===== src/rtl/seq_divider_8by4_pkg.sv =====
// Shared definitions for the 8-by-4 sequential restoring divider.
// Optional zero-divisor short cut: SEQDIV_ZERO_DETECT_EN.
package seqdiv_pkg;

    localparam int DVD_W = 8;
    localparam int DVS_W = 4;
    localparam int CNT_W = $clog2(DVD_W);

    typedef enum logic [1:0] {
        IDLE = 2'd0,
        RUN  = 2'd1,
        DONE = 2'd2
    } state_t;

endpackage


===== src/rtl/seq_divider_8by4_if.sv =====
// Handshake/operand bus of the sequential divider.
// div_err exists only when SEQDIV_ZERO_DETECT_EN is defined.
interface seq_divider_8by4_if;
    import seqdiv_pkg::*;

    logic             start;
    logic [DVD_W-1:0] dividend;
    logic [DVS_W-1:0] divisor;
    logic             busy;
    logic             done;
    logic [DVD_W-1:0] quotient;
    logic [DVS_W-1:0] remainder;
`ifdef SEQDIV_ZERO_DETECT_EN
    logic             div_err;

    modport master (output start, dividend, divisor,
                    input  busy, done, quotient, remainder, div_err);
    modport slave  (input  start, dividend, divisor,
                    output busy, done, quotient, remainder, div_err);
`else
    modport master (output start, dividend, divisor,
                    input  busy, done, quotient, remainder);
    modport slave  (input  start, dividend, divisor,
                    output busy, done, quotient, remainder);
`endif

endinterface


===== src/rtl/seq_divider_8by4_div_sub_stage.sv =====
// One restoring-division step: trial subtract T - divisor with a ripple of
// full-adder cells; ge is the no-borrow carry-out, R is either the
// difference or T restored. Also holds the Full_Adder/NOT gate cells.

module NOT (
    input  logic i_a,
    output logic o_y
);
    assign o_y = ~i_a;
endmodule

module Full_Adder (
    input  logic i_a,
    input  logic i_b,
    input  logic i_cin,
    output logic o_s,
    output logic o_cout
);
    assign o_s    = i_a ^ i_b ^ i_cin;
    assign o_cout = (i_a & i_b) | (i_a & i_cin) | (i_b & i_cin);
endmodule

module div_sub_stage
    import seqdiv_pkg::*;
(
    input  logic [DVS_W:0]   i_t,
    input  logic [DVS_W-1:0] i_divisor,
    output logic             o_ge,
    output logic [DVS_W-1:0] o_r
);
    logic [DVS_W-1:0] w_dvs_n;
    logic [DVS_W-1:0] w_diff;
    logic [DVS_W:0]   w_carry;

    // Two's-complement subtract: T + ~divisor + 1.
    assign w_carry[0] = 1'b1;

    for (genvar g = 0; g < DVS_W; g++) begin : g_bit
        NOT u_not (
            .i_a (i_divisor[g]),
            .o_y (w_dvs_n[g])
        );
        Full_Adder u_fa (
            .i_a    (i_t[g]),
            .i_b    (w_dvs_n[g]),
            .i_cin  (w_carry[g]),
            .o_s    (w_diff[g]),
            .o_cout (w_carry[g+1])
        );
    end

    // The subtrahend MSB is always 0 (inverted to 1), so the top stage reduces
    // to a carry of t_msb | c_in; its sum bit is never needed because a
    // successful subtract always fits in DVS_W bits (or equals T when divisor=0,
    // where T is truncated anyway).
    assign o_ge = i_t[DVS_W] | w_carry[DVS_W];

    // Keep the difference on success, otherwise restore T.
    always_comb begin
        o_r = o_ge ? w_diff : i_t[DVS_W-1:0];
    end

endmodule


===== src/rtl/seq_divider_8by4.sv =====
// Iterative restoring divider, 8-bit dividend by 4-bit divisor, one quotient
// bit per clock, MSB first, start/busy/done handshake.
// Optional SEQDIV_ZERO_DETECT_EN: divisor 0 skips RUN and raises div_err.
//
//   state | meaning
//   IDLE  | waiting for start; operands captured on the accepted edge
//   RUN   | one restoring step per clock, r_cnt = dividend bit index
//   DONE  | one-cycle done pulse, results valid from here on
module seq_divider_8by4
    import seqdiv_pkg::*;
(
    input  logic               clk,
    input  logic               rst,
    seq_divider_8by4_if.slave  bus
);
    state_t           r_state;
    state_t           w_state_nxt;
    logic [DVD_W-1:0] r_dvd;
    logic [DVS_W-1:0] r_dvs;
    logic [DVS_W-1:0] r_rem;
    logic [DVD_W-1:0] r_qsr;
    logic [CNT_W-1:0] r_cnt;
    logic [DVD_W-1:0] r_quot;
    logic [DVS_W-1:0] r_remout;
    logic [DVS_W:0]   w_t;
    logic             w_ge;
    logic [DVS_W-1:0] w_r_nxt;
    logic             w_skip;
`ifdef SEQDIV_ZERO_DETECT_EN
    logic             r_err;
`endif

    assign w_t = {r_rem, r_dvd[r_cnt]};

    div_sub_stage u_sub (
        .i_t       (w_t),
        .i_divisor (r_dvs),
        .o_ge      (w_ge),
        .o_r       (w_r_nxt)
    );

`ifdef SEQDIV_ZERO_DETECT_EN
    assign w_skip = (bus.divisor == '0);
`else
    assign w_skip = 1'b0;
`endif

    // State register.
    always_ff @(posedge clk or posedge rst) begin
        if (rst) r_state <= IDLE;
        else     r_state <= w_state_nxt;
    end

    // Next-state logic; start is only looked at in IDLE.
    always_comb begin
        w_state_nxt = r_state;
        case (r_state)
            IDLE:    if (bus.start) w_state_nxt = w_skip ? DONE : RUN;
            RUN:     if (r_cnt == '0) w_state_nxt = DONE;
            DONE:    w_state_nxt = IDLE;
            default: w_state_nxt = IDLE;
        endcase
    end

    // Handshake outputs decoded from state.
    always_comb begin
        bus.busy = (r_state != IDLE);
        bus.done = (r_state == DONE);
    end

    assign bus.quotient  = r_quot;
    assign bus.remainder = r_remout;
`ifdef SEQDIV_ZERO_DETECT_EN
    assign bus.div_err   = r_err;
`endif

    // Operand capture, per-step shift/subtract and result load.
    always_ff @(posedge clk or posedge rst) begin
        if (rst) begin
            r_dvd    <= '0;
            r_dvs    <= '0;
            r_rem    <= '0;
            r_qsr    <= '0;
            r_cnt    <= '0;
            r_quot   <= '0;
            r_remout <= '0;
`ifdef SEQDIV_ZERO_DETECT_EN
            r_err    <= 1'b0;
`endif
        end else begin
            case (r_state)
                IDLE: begin
                    if (bus.start) begin
                        r_dvd <= bus.dividend;
                        r_dvs <= bus.divisor;
                        r_rem <= '0;
                        r_qsr <= '0;
                        r_cnt <= CNT_W'(DVD_W - 1);
`ifdef SEQDIV_ZERO_DETECT_EN
                        r_err <= w_skip;
                        // Same values the full iteration would reach with divisor 0.
                        if (w_skip) begin
                            r_quot   <= '1;
                            r_remout <= bus.dividend[DVS_W-1:0];
                        end
`endif
                    end
                end
                RUN: begin
                    r_rem <= w_r_nxt;
                    r_qsr <= {r_qsr[DVD_W-2:0], w_ge};
                    if (r_cnt == '0) begin
                        r_quot   <= {r_qsr[DVD_W-2:0], w_ge};
                        r_remout <= w_r_nxt;
                    end else begin
                        r_cnt <= r_cnt - 1'b1;
                    end
                end
                default: ;
            endcase
        end
    end

endmodule


===== src/flat_wrapper.sv =====
// flat-port wrapper written by rule: the top's interface ports become plain ports
module seq_divider_8by4_flat import seqdiv_pkg::*;
  (clk, rst, bus_start, bus_dividend, bus_divisor, bus_busy, bus_done, bus_quotient, bus_remainder);
  seq_divider_8by4_if bus_i ();
  input  logic clk;
  input  logic rst;
  input wire logic [$bits(bus_i.start)-1:0] bus_start;
  input wire logic [$bits(bus_i.dividend)-1:0] bus_dividend;
  input wire logic [$bits(bus_i.divisor)-1:0] bus_divisor;
  output wire logic [$bits(bus_i.busy)-1:0] bus_busy;
  output wire logic [$bits(bus_i.done)-1:0] bus_done;
  output wire logic [$bits(bus_i.quotient)-1:0] bus_quotient;
  output wire logic [$bits(bus_i.remainder)-1:0] bus_remainder;
  assign bus_i.start = bus_start;
  assign bus_i.dividend = bus_dividend;
  assign bus_i.divisor = bus_divisor;
  assign bus_busy = bus_i.busy;
  assign bus_done = bus_i.done;
  assign bus_quotient = bus_i.quotient;
  assign bus_remainder = bus_i.remainder;
  seq_divider_8by4 u_core (.clk(clk), .rst(rst), .bus(bus_i));
endmodule

===== config.mk =====
export PLATFORM = sky130hd
export DESIGN_NAME = seq_divider_8by4_flat
export DESIGN_NICKNAME = d
export VERILOG_FILES = /design/src/rtl/seq_divider_8by4_pkg.sv /design/src/rtl/seq_divider_8by4_if.sv /design/src/rtl/seq_divider_8by4_div_sub_stage.sv /design/src/rtl/seq_divider_8by4.sv /design/src/flat_wrapper.sv
export SDC_FILE = /design/constraint.sdc
export NUM_CORES = 1
export LEC_CHECK = 0
export ABC_AREA = 0
export BUFFER_PORTS_ARGS = -buffer_cell sky130_fd_sc_hd__buf_2
export CAP_MARGIN = 20
export CORE_UTILIZATION = 55
export CTS_CLUSTER_DIAMETER = 200
export DETAILED_ROUTE_END_ITERATION = 7
export PLACE_DENSITY = 0.78
export SLEW_MARGIN = 20
export SYNTH_ARGS = -nofsm -noshare
export SYNTH_HDL_FRONTEND = slang
export SYNTH_SLANG_ARGS = --single-unit

===== constraint.sdc =====
create_clock -name clk -period 3.2 [get_ports clk]
set_input_delay 0.64 -clock clk [delete_from_list [all_inputs] [get_ports clk]]
set_output_delay 0.64 -clock clk [all_outputs]
set_load 0.05 [all_outputs]

==> After elaboration in Yosys (flattened, before gate mapping) <==
Index checks and enable logic that the tools add are counted.
{ "classes": {"n_lt_le_gt_ge": 1, "eq_ne": 5, "n_reduce_logical": 9, "n_bitwise": 31, "n_addsub": 1, "n_mux": 13} }
{ "op_table": {"columns": ["op", "count"], "rows": [
  ["$pmux W7 S2", 1],
  ["$and A1 B1 Y1", 10],
  ["$or A1 B1 Y1", 9],
  ["$mux W4", 2],
  ["$pmux W4 S2", 1],
  ["$reduce_and A2 Y1", 4],
  ["$mux W7", 1],
  ["$xor A1 B1 Y1", 7],
  ["$mux W3", 2],
  ["$pmux W3 S2", 1],
  ["$not A1 Y1", 5],
  ["$lt A3 B4 Y1 const B", 1],
  ["$mux W2", 2],
  ["$ne A2 B2 Y1 const B", 2],
  ["$pmux W2 S2", 1],
  ["$reduce_bool A2 Y1", 2],
  ["$bmux W1 S3", 1],
  ["$logic_not A3 Y1", 1],
  ["$reduce_and A3 Y1", 1],
  ["$sub A3 B1 Y3 const B", 1],
  ["$eq A2 B1 Y1 const B", 1],
  ["$eq A2 B2 Y1 const B", 1],
  ["$logic_not A2 Y1", 1],
  ["$ne A2 B1 Y1 const B", 1],
  ["$mux W1", 1]
]} }
{ "word_totals": {"output_inout_bits": 14, "input_bits": 15, "reg_bits": 40, "elab_cells": 68} }

==> Depth between registers and ports, before layout <==
{ "depth": {"depth_word": 17, "ltp_mapped": 11, "depth_no_buf": 11} }

==> Hierarchy <==
Synthesis repeated with hierarchy kept, for this count alone.
{ "hier_totals": {"cells_unflattened": 142, "area_unflattened_um2": 1883.1} }
{ "by_module_without_submodules": {"columns": ["mod", "seq_area_each_um2", "n_inst", "cells_per_inst", "area_per_inst_um2"], "rows": [
  ["seq_divider_8by4", 1001.0, 1, 127, 1724.2],
  ["Full_Adder", 0.0, 4, 1, 20.0],
  ["div_sub_stage", 0.0, 1, 7, 63.8],
  ["NOT", 0.0, 4, 1, 3.8]
]} }

==> Worst setup path before layout <==
Ideal clock, no wire load.
{ "synth_path": {"kind": "reg-to-reg", "start": "register u_core.r_cnt[0]", "end": "register u_core.r_remout[0], in the netlist u_core.bus.remainder[0]", "path_stages_with_launch": 12, "setup_ns": 0.082, "t_required_ns": 3.118, "slack_ns": 0.422, "period_less_slack_ns": 2.778, "path_buffers": 0, "arrival_ns": 2.696, "cell_sequence": "dfrtp_1 -> mux4_1 -> mux2i_1 -> ha_1 -> fa_1 -> fa_1 -> inv_1 -> fa_1 -> nor2_8 -> and2b_2 -> nand2b_1 -> o22ai_1"} }
{ "synth_between": {"elab_chain_cells": 16, "word_cells_on_any_way": 23, "classes_between": "3 x mux; 18 x bitwise; 2 x reduce/logical"} }
{ "synth_lines": {"columns": ["element", "line_no", "rtl"], "rows": [
  ["start, declared", "seq_divider_8by4.sv:22", "logic [CNT_W-1:0] r_cnt;"],
  ["start signal, assigned", "seq_divider_8by4.sv:98", "r_cnt <= CNT_W'(DVD_W - 1);"],
  ["start signal, assigned", "seq_divider_8by4.sv:116", "r_cnt <= r_cnt - 1'b1;"],
  ["$bmux W1 S3", "seq_divider_8by4.sv:33", "assign w_t = {r_rem, r_dvd[r_cnt]};"],
  ["$mux W1 (implied by the code)", "seq_divider_8by4.sv:33", null],
  ["$and A1 B1 Y1", "seq_divider_8by4_div_sub_stage.sv:20", "assign o_cout = (i_a & i_b) | (i_a & i_cin) | (i_b & i_cin);"],
  ["$or A1 B1 Y1 (2 in a row)", "seq_divider_8by4_div_sub_stage.sv:20", null],
  ["$and A1 B1 Y1", "seq_divider_8by4_div_sub_stage.sv:20", null],
  ["$or A1 B1 Y1 (2 in a row)", "seq_divider_8by4_div_sub_stage.sv:20", null],
  ["$and A1 B1 Y1", "seq_divider_8by4_div_sub_stage.sv:20", null],
  ["$or A1 B1 Y1 (2 in a row)", "seq_divider_8by4_div_sub_stage.sv:20", null],
  ["$and A1 B1 Y1", "seq_divider_8by4_div_sub_stage.sv:20", null],
  ["$or A1 B1 Y1 (2 in a row)", "seq_divider_8by4_div_sub_stage.sv:20", null],
  ["$or A1 B1 Y1", "seq_divider_8by4_div_sub_stage.sv:56", "assign o_ge = i_t[DVS_W] | w_carry[DVS_W];"],
  ["$mux W4", "seq_divider_8by4_div_sub_stage.sv:60", "o_r = o_ge ? w_diff : i_t[DVS_W-1:0];"],
  ["end signal, assigned", "seq_divider_8by4.sv:114", "r_remout <= w_r_nxt;"],
  ["end, declared", "seq_divider_8by4.sv:24", "logic [DVS_W-1:0] r_remout;"]
]} }
Parallel ways exist; a longest one is shown, timed or not. The select of a mux whose other input is x is not followed.
A chain may end at the register's enable or synchronous reset.

==> Final worst setup path <==
Ends and elaborated chain as after synthesis.

==> impl_metrics.env <==
export IMPL_most_common_layout_cells="dfrtp_1, buf_2, mux2_1, nand2_1, inv_1"
export IMPL_grt_use_total=0.212
export IMPL_finalCritPeriodShare=0.928
export IMPL_start_kind="flip-flop"
export IMPL_num_rows=20
export IMPL_grt_pass1_vias=1218
export IMPL_cts_hold_buffers=0
export IMPL_antenna_cells=0
export IMPL_grt_overflow=0
export IMPL_num_nets_final=198
export IMPL_slew_viol_final=0
export IMPL_cts_sinks=40
export IMPL_drive_gt1_frac=0.230
export IMPL_clk_pin_slew_ns=0.11
export IMPL_critical_path_slowest_cell="mux4_1"
export IMPL_tns_ns=0
export IMPL_grt_first_pass_wirelength_mm=5.28
export IMPL_hold_viol_final=0
export IMPL_ff_latch_area_um2=1000
export IMPL_wl_per_cell_um=14.0
export IMPL_dr_pass1_iters=4
export IMPL_cts_buffer_depth=2
export IMPL_antenna_found_initial=0
export IMPL_portBuffers=28
export IMPL_core_area_um2=3080
export IMPL_arrival_ns=3.23
export IMPL_worstPathCellList="mux4_1 -> mux2i_1 -> ha_1 -> fa_1 -> fa_1 -> inv_1 -> fa_2 -> nor2_8 -> and2b_2 -> nand2b_1 -> o22ai_1"
export IMPL_critical_path_class="flip-flop to flip-flop"
export IMPL_ys_seq_area_frac=0.556
export IMPL_max_slew_margin_rel=0.354
export IMPL_maxCapViolCount=0
export IMPL_dieArea_um2=3510
export IMPL_required_ns=3.46
export IMPL_netlist_area_um2=1800
export IMPL_synth_distinct_cells=28
export IMPL_rr_endpoint="u_core.bus.remainder[0]$_DFFE_PP0P_"
export IMPL_ant_nets=0
export IMPL_ios=29
export IMPL_synth_top_area_share=0.556
export IMPL_fin_crit_ns=2.97
export IMPL_nFillCells=253
export IMPL_die_h_um=59.2
export IMPL_worst_path_most_repeated_cell="fa_1"
export IMPL_clk_latency_ns=0.34
export IMPL_status="finished clean"
export IMPL_dr_first_iter_drc_count=55
export IMPL_place_inst=214
export IMPL_syn_to_final_growth_pct=13.5
export IMPL_place_hpwl_mm=2.21
export IMPL_final_common_cell="dfrtp_1"
export IMPL_die_x_um=59.2
export IMPL_yosysTopAreaCell="dfrtp_1"
export IMPL_vias=1188
export IMPL_worst_r2r_cell_count=11
export IMPL_finish_utilization=0.665
export IMPL_crit_path_start="u_core.r_cnt[0]$_DFFE_PP0P_"
export IMPL_stdcell_count=222
export IMPL_place_congestion=0.735
export IMPL_holdCritPathClass="input port to asynchronous set/reset pin"
export IMPL_wl_mm=3.11
export IMPL_ys_ff_latch=40
export IMPL_cp_max_fo=10
export IMPL_cpPeakStageDelay_ns=0.55
export IMPL_syn_num_nets=170
export IMPL_rsz0062_at_grt="false"
export IMPL_multi_input_area_um2=712
export IMPL_yosys_warnings=0
export IMPL_root_buffer="clkbuf_4"
export IMPL_viasPerCell=5.35
export IMPL_cts_tree="built"
export IMPL_grt_max_degree=41
export IMPL_post_route_drc_count=0
export IMPL_synthCells=149
export IMPL_htree_levels=2
export IMPL_synth_area_leaders="dfrtp_1, mux2_1, nand2_1, fa_1, mux4_1"
export IMPL_start_util=0.585
export IMPL_synth_area_per_cell_um2=12.1
export IMPL_end_kind="flip-flop"
export IMPL_max_freq_ghz=0.337
export IMPL_r2r_start="u_core.r_cnt[0]$_DFFE_PP0P_"
export IMPL_r2r_slack_ns=0.23
export IMPL_post_cts_buffers=0
export IMPL_fin_skew_ns=0.00787
export IMPL_cts_made_buffers=5
export IMPL_ctsResizeCount=0
export IMPL_setup_viol=0
export IMPL_worst_slew_pin_slew_ns=0.969
[layout make-up]
type / count / area share
clock inverter: 1 / 0.0147
inverter: 9 / 0.0165
clock buffer: 7 / 0.0318
timing repair buffer: 29 / 0.0722
multi-input combinational: 92 / 0.348
tap: 44 / 0.0269
sequential: 40 / 0.490
[state kept, by name, indices dropped and copies added, names as in the netlist]
| name | count |
|---|---|
| u_core.r_rem | 4 |
| u_core.r_dvd | 8 |
| u_core.r_qsr | 7 |
| u_core.r_cnt | 3 |
| u_core.r_dvs | 4 |
| u_core.r_state | 2 |
| u_core.bus.quotient | 8 |
| u_core.bus.remainder | 4 |
[layer usage]
layer / routed length [um] / GRT usage / vias up / part of all wire
met5: 0 / 0 / - / 0
met4: 55 / 0.102 / 0 / 0.018
met3: 170 / 0.0742 / 6 / 0.055
met2: 1570 / 0.355 / 48 / 0.50
met1: 1310 / 0.241 / 573 / 0.42
li1: - / - / 561 / -
[cell usage after synthesis]
master,instances
ha_1,3
nand2b_1,2
nor2_1,8
o211ai_1,1
mux4_1,2
mux2i_1,2
nor2b_1,3
nor3_1,2
a22oi_1,1
mux2_1,18
o22ai_1,4
nand3_1,1
and2b_2,1
a211o_1,1
buf_8,2
o31ai_1,1
a21oi_1,7
a2bb2oi_1,1
clkbuf_1,2
inv_1,9
nor2_8,1
nand2_1,18
buf_2,4
dfrtp_1,40
and2_1,3
fa_1,3
o21ai_1,8
o21ai_0,1
[stage by stage]
step	worst slack [ns]	hold WS, ns	instance area [um2]
global placement	0.299	0.462	1950
finish	0.231	0.397	2050
detailed placement	0.115	0.470	1950
global route	0.0986	0.423	2050
floorplan	0.422	0.449	1800
CTS	0.0915	0.404	2040
[worst max path at each step]
stage / cells after the start / slack [ns] / to
final: 11 / 0.23 / u_core.bus.remainder[0]$_DFFE_PP0P_
after global routing: 11 / 0.1 / u_core.bus.remainder[0]$_DFFE_PP0P_
after CTS: 11 / 0.09 / u_core.bus.remainder[0]$_DFFE_PP0P_
after detailed placement: 11 / 0.11 / u_core.bus.remainder[0]$_DFFE_PP0P_
after global placement: 11 / 0.30 / u_core.bus.remainder[0]$_DFFE_PP0P_
after floorplan: 11 / 0.42 / u_core.bus.remainder[0]$_DFFE_PP0P_
[worst max-delay path: cells and delay by family, from the launching register on]
kind / cells / cell delay (ns)
adders and majority gates: 4 / 0.99
muxes: 2 / 0.76
buffers and inverters: 1 / 0.06
AOI/OAI and AO/OA: 1 / 0.13
and+or+nand+nor: 3 / 0.53
DFF: 1 / 0.42
[logic make-up after synthesis]
family,count (synthesis),synth area share
buffers and inverters,17,0.0507
and+or+nand+nor,39,0.106
AOI/OAI and AO/OA,25,0.0806
adders and majority gates,6,0.0542
muxes,22,0.153
DFF,40,0.556
Power is left out: the tool's default activity adds up to more than one toggle a clock period on the data nets, which glitch-free logic cannot reach.
